<file path="src/rtl/instruction_decoder_pkg.sv">
// Shared control-unit definitions: control-state encodings, opcode map,
// instruction field positions and the decoded flag vector.
package instruction_decoder_pkg;

  typedef enum logic [2:0] {
    ST_FETCH  = 3'b000,
    ST_DECODE = 3'b001,
    ST_ALU_WB = 3'b010
  } ctrl_state_t;

  typedef enum logic [3:0] {
    OP_AND  = 4'b0000,
    OP_OR   = 4'b0001,
    OP_ADD  = 4'b0010,
    OP_SUB  = 4'b0011,
    OP_XOR  = 4'b0100,
    OP_LD   = 4'b0101,
    OP_ST   = 4'b0110,
    OP_PUSH = 4'b0111,
    OP_POP  = 4'b1000,
    OP_JUMP = 4'b1001,
    OP_BE   = 4'b1010
  } opcode_t;

  localparam int OPCODE_MSB = 15;
  localparam int OPCODE_LSB = 12;
  localparam int RD_MSB     = 11;
  localparam int RD_LSB     = 9;
  localparam int RS1_MSB    = 8;
  localparam int RS1_LSB    = 6;
  localparam int RS2_MSB    = 5;
  localparam int RS2_LSB    = 3;
  localparam int IMM6_MSB   = 5;
  localparam int IMM6_LSB   = 0;
  localparam int ADDR12_MSB = 11;
  localparam int ADDR12_LSB = 0;

  // be_type marks a branch-on-equal; it only reaches the be output when zflag is set.
  typedef struct packed {
    logic alu;
    logic ld;
    logic st;
    logic push;
    logic pop;
    logic jump;
    logic be_type;
  } flags_t;

endpackage

</file>
<file path="src/rtl/instruction_decoder_opcode_decode.sv">
// Combinational opcode map: 4-bit opcode to one-hot flag vector, ALU select
// and illegal indication.
module opcode_decode
  import instruction_decoder_pkg::*;
(
  input  logic [3:0] opcode,
  output flags_t     flags,
  output logic [2:0] alu_op,
  output logic       illegal
);

  always_comb begin
    flags   = '0;
    alu_op  = 3'b000;
    illegal = 1'b0;
    case (opcode)
      OP_AND, OP_OR, OP_ADD, OP_SUB, OP_XOR: begin
        flags.alu = 1'b1;
        alu_op    = opcode[2:0];
      end
      OP_LD:   flags.ld      = 1'b1;
      OP_ST:   flags.st      = 1'b1;
      OP_PUSH: flags.push    = 1'b1;
      OP_POP:  flags.pop     = 1'b1;
      OP_JUMP: flags.jump    = 1'b1;
      OP_BE:   flags.be_type = 1'b1;
      default: illegal       = 1'b1;
    endcase
  end

endmodule

</file>
<file path="src/rtl/instruction_decoder.sv">
// Instruction register plus registered decode outputs and the architectural
// zero flag; loads in FETCH, bubbles in FETCH without a valid word.
module instruction_decoder
  import instruction_decoder_pkg::*;
(
  input  logic        clk,
  input  logic        rst,
  input  logic [15:0] instr,
  input  logic        instr_valid,
  input  logic        s2,
  input  logic        s1,
  input  logic        s0,
  input  logic        alu_zero,
  output logic        alu,
  output logic        ld,
  output logic        st,
  output logic        push,
  output logic        pop,
  output logic        jump,
  output logic        be,
  output logic [2:0]  alu_op,
  output logic [2:0]  rd,
  output logic [2:0]  rs1,
  output logic [2:0]  rs2,
  output logic [5:0]  imm6,
  output logic [11:0] addr12,
  output logic        illegal,
  output logic        stall,
  output logic        zflag
);

  logic [15:0] ir;
  flags_t      flags_q;
  flags_t      dec_flags;
  logic [2:0]  dec_alu_op;
  logic        dec_illegal;
  logic [2:0]  state;
  logic        in_fetch;
  logic        in_alu_wb;

  assign state     = {s2, s1, s0};
  assign in_fetch  = (state == ST_FETCH);
  assign in_alu_wb = (state == ST_ALU_WB);

  opcode_decode u_opcode_decode (
    .opcode  (instr[OPCODE_MSB:OPCODE_LSB]),
    .flags   (dec_flags),
    .alu_op  (dec_alu_op),
    .illegal (dec_illegal)
  );

  // Decode happens on the incoming word so flags line up with the IR load edge.
  always_ff @(posedge clk) begin
    if (rst) begin
      ir      <= '0;
      flags_q <= '0;
      alu_op  <= 3'b000;
      illegal <= 1'b0;
      zflag   <= 1'b0;
    end else begin
      if (in_alu_wb) begin
        zflag <= alu_zero;
      end
      if (in_fetch) begin
        if (instr_valid) begin
          ir      <= instr;
          flags_q <= dec_flags;
          alu_op  <= dec_alu_op;
          illegal <= dec_illegal;
        end else begin
          flags_q <= '0;
          illegal <= 1'b0;
        end
      end
    end
  end

  assign alu  = flags_q.alu;
  assign ld   = flags_q.ld;
  assign st   = flags_q.st;
  assign push = flags_q.push;
  assign pop  = flags_q.pop;
  assign jump = flags_q.jump;
  // A not-taken branch presents all flags low.
  assign be   = flags_q.be_type & zflag;

  assign rd     = ir[RD_MSB:RD_LSB];
  assign rs1    = ir[RS1_MSB:RS1_LSB];
  assign rs2    = ir[RS2_MSB:RS2_LSB];
  assign imm6   = ir[IMM6_MSB:IMM6_LSB];
  assign addr12 = ir[ADDR12_MSB:ADDR12_LSB];

  assign stall = in_fetch & ~instr_valid;

endmodule

</file>
<file path="config.mk">
export PLATFORM = sky130hd
export DESIGN_NAME = instruction_decoder
export DESIGN_NICKNAME = d
export VERILOG_FILES = /design/src/rtl/instruction_decoder_pkg.sv /design/src/rtl/instruction_decoder_opcode_decode.sv /design/src/rtl/instruction_decoder.sv
export SDC_FILE = /design/constraint.sdc
export NUM_CORES = 1
export LEC_CHECK = 0
export ABC_AREA = 1
export CAP_MARGIN = 0
export CORE_ASPECT_RATIO = 1.25
export CORE_MARGIN = 4
export CORE_UTILIZATION = 43
export CTS_BUF_LIST = sky130_fd_sc_hd__clkbuf_2
export DETAILED_ROUTE_END_ITERATION = 16
export HOLD_SLACK_MARGIN = 0.12
export PLACE_DENSITY = 0.91
export SLEW_MARGIN = 0
export SYNTH_ARGS = -nofsm -noshare
export SYNTH_HDL_FRONTEND = slang
export SYNTH_SLANG_ARGS = --single-unit
export TNS_END_PERCENT = 1
</file>
<file path="constraint.sdc">
create_clock -name clk -period 1.35 [get_ports clk]
set_input_delay 0.135 -clock clk [delete_from_list [all_inputs] [get_ports clk]]
set_output_delay 0.135 -clock clk [all_outputs]
set_load 0.005 [all_outputs]
</file>
==> summary.md <==
| Metric | Value |
|---|---|
| Initial DRT Pass Iterations | `4` |
| Sw Share | `between 20% and 30%` |
| R2R setup slack | `~0.66 ns` |
| Critical Path AT | `~1.2 ns` |
| Gate power share | `17.5%` |
| Most common cell after layout, fill and taps aside | `nand2_1` |
| Pin count of the biggest net entering global routing | `25` |
| CP Max Fanout | `2` |
| Final worst path period share | `97.5%` |
| Final min period | `between 1 and 1.5 ns` |
| # placed instances | `230` |
| Vias in the first global route | `approximately 1,100` |
| Depth of the worst register-to-register path | `3` |
| Final Hold Fails | `0` |
| N_diodes | `0` |
| Sequential Power Share | `61.0%` |
| Placed inst area | `1750 µm²` |
| Sequential area share after synthesis | `41.6%` |
| Synth warn | `0` |
| Net load switching power | `288 µW` |
| Root Buffer | `clkbuf_2` |
| First-pass GRT wire length | `between 4000 and 5000 µm` |
| Post-synth cell types | `18` |
| Crit end category | `primary output` |
| All-Layer GR Usage | `17.6%` |
| Commonest cells after routing, fill and taps aside | `nand2_1, dfxtp_2, clkdlybuf4s50_1` |
| Final setup violation count | `0` |
| Pint | `approximately 910 µW` |
| WL per Instance | `12.6 µm` |
| Seq cells post-synth | `24` |
| Max Buffers Root-to-Sink | `2` |
| Post-route cell area | `between 1500 and 2000 µm²` |
| Antenna violations before repair | `0` |
| Final core occ | `74.1%` |
| Max_slew headroom | `84.8%` |
| Clk pwr share | `21.4%` |
| CP Launch Type | `flip-flop` |
| Total clock sinks | `24` |
| Static Leakage | `1.15 nW` |
| H-tree levels | `1` |
| Synthesis-to-layout area growth | `60.6%` |
| Cell breakdown of the critical path | `clkdlybuf4s50_1` |
| Post-synthesis average cell area | `between 7 and 8 µm²` |
| TritonCTS Buffers | `3` |
| Synth Instances | `147` |
| RD Place Congestion | `0.874` |
| Max Cap Violations | `0` |
| Storage cell area | `509 µm²` |
| Port Buffers | `62` |
| Critical path buffers and inverters | `1` |
| Max incr delay on CP | `0.50 ns` |
| Critical setup path kind | `flip-flop to primary output` |
| Die W | `54.3 µm` |
| Total Neg Setup Slack | `0 ns` |
| Outcome | `finished clean` |
| Slowest stage cell, crit path | `clkdlybuf4s50_1` |
| CTS tree | `done` |
| Fraction of layout cells with a size suffix above 1 | `27.5%` |
| Post-route ant nets | `0` |
| CP endpoint | `push` |
| RSZ-0062 raised after global routing | `true` |
| Crit path launch | `push` |
| Post-Syn Nets | `170` |
| Initial Util | `about 46%` |
| Final setup skew | `0 ns` |
| CP Depth | `1` |
| Pwr/cell area | `645 nW/µm²` |
| Pre-CTS setup slack | `-0.208 ns` |
| RR Startpoint | `ir[1]` |
| FILL cells | `slightly below 200` |
| Max-slew violation count | `0` |
| Non-Filler Instances | `237` |
| Hpwl dp | `~2300 µm` |
| Total grt overflow | `0` |
| Fin nets | `~230` |
| DIE AREA | `3580 µm²` |
| Final wirelength | `2990 µm` |
| Worst hold margin | `0.352 ns` |
| Setup ws final | `about 0.034 ns` |
| Max Fclk | `760 MHz` |
| Core Rows | `20` |
| Worst slew pin tran | `0.228 ns` |
| Reg2reg end | `ir[1]` |
| WP data required | `1.22 ns` |
| Io pins | `63` |
| Clock transition at path regs | `0.20 ns` |
| Cell family with most CP delay | `buffers and inverters` |
| Via-to-Cell Ratio | `approximately 4.6` |
| Iteration-0 DRC Markers | `10` |
| CTS hold repair buffers | `0` |
| Die Y-Extent | `65.9 µm` |
| DRC viols | `0` |
| Peak VDD IR | `0.513 mV` |
| Routed vias | `1,097` |
| Area occupied by multi-input gates | `479 µm²` |
| Worst-skew pair later-pin latency | `0.30 ns` |
| Post-Syn Area | `1150 µm²` |
| Worst min path class | `input port to flip-flop` |
| Core area | `2500 µm²` |
| Total power | `1.20 mW` |
==> tightest hold or removal path, delay by kind of cell <==
family          cells  cell delay, ns
simple gates        1            0.08
compound gates      1            0.05
buf+inv             1            0.39
==> repair_timing <==
item                       in CTS  in global routing
hold endpoints to repair        0                  0
pin swaps                       1                  0
resized for setup              31                 31
setup endpoints to repair      31                 23
cloned                          0                  0
buffers inserted                1                  2
==> sequential cells by signal, indices dropped and copies added, names as in the netlist <==
signal and count:
push 1, ir 12, zflag 1, alu 1, alu_op 3, illegal 1, flags_q 1, st 1
pop 1, jump 1, ld 1
==> cell usage after synthesis (all sizes together) <==
library cell / n / area share (%)
or2: 1 / 0.54
nor2: 11 / 5.6
nand3: 2 / 0.87
a21oi: 25 / 15
nand2: 54 / 18
inv: 8 / 2.6
o21ai: 1 / 0.43
nor3: 1 / 0.43
buf: 20 / 14
dfxtp: 24 / 42
==> final cells by class <==
cell class / count / area share (%)
Inverter: 8 / 1.62
Sequential cell: 24 / 27.5
Clock buffer: 3 / 0.810
Timing Repair Buffer: 73 / 41.8
Multi-Input combinational cell: 95 / 25.9
Tap cell: 33 / 2.23
Clock inverter: 1 / 0.203
==> worst min-delay path by stage <==
stage                           from          to  slack [ns]  cells after the start
final                       instr[5]       ir[5]        0.35                      3
after global routing        instr[9]       ir[9]        0.32                      3
after CTS                  instr[11]      ir[11]        0.34                      3
after detailed placement          st          st        0.46                      2
after floorplan                  rst        jump        0.20                      1
after global placement    flags_q[0]  flags_q[0]        0.45                      2
==> metal layers <==
layer	up-vias	track usage, %	wire length (µm)
met5	-	0	0
met4	0	7.17	48
met3	4	3.61	179
met2	37	33.1	1680
met1	497	17.8	1080
li1	559	-	-
==> power by group through the flow <==
| stage | combinational, mW | sequential, mW | clock (mW) |
|---|---|---|---|
| 5_1_grt | 0.227 | 0.732 | 0.300 |
| 2_1_floorplan | 0.0860 | 0.744 | 0 |
| 3_5_place_dp | 0.216 | 0.744 | 0 |
| 6_report | 0.210 | 0.730 | 0.256 |
| 3_3_place_gp | 0.209 | 0.743 | 0 |
| 4_1_cts | 0.213 | 0.731 | 0.267 |
==> logic make-up after synthesis <==
kind of cell | count (synthesis) | share of synthesized area, %
AND/OR/NAND/NOR | 69 | 25.7
buffers and inverters | 28 | 16.8
AO/OA/AOI/OAI | 26 | 15.8
flip-flops | 24 | 41.6
(Power assumes the default switching activity.)
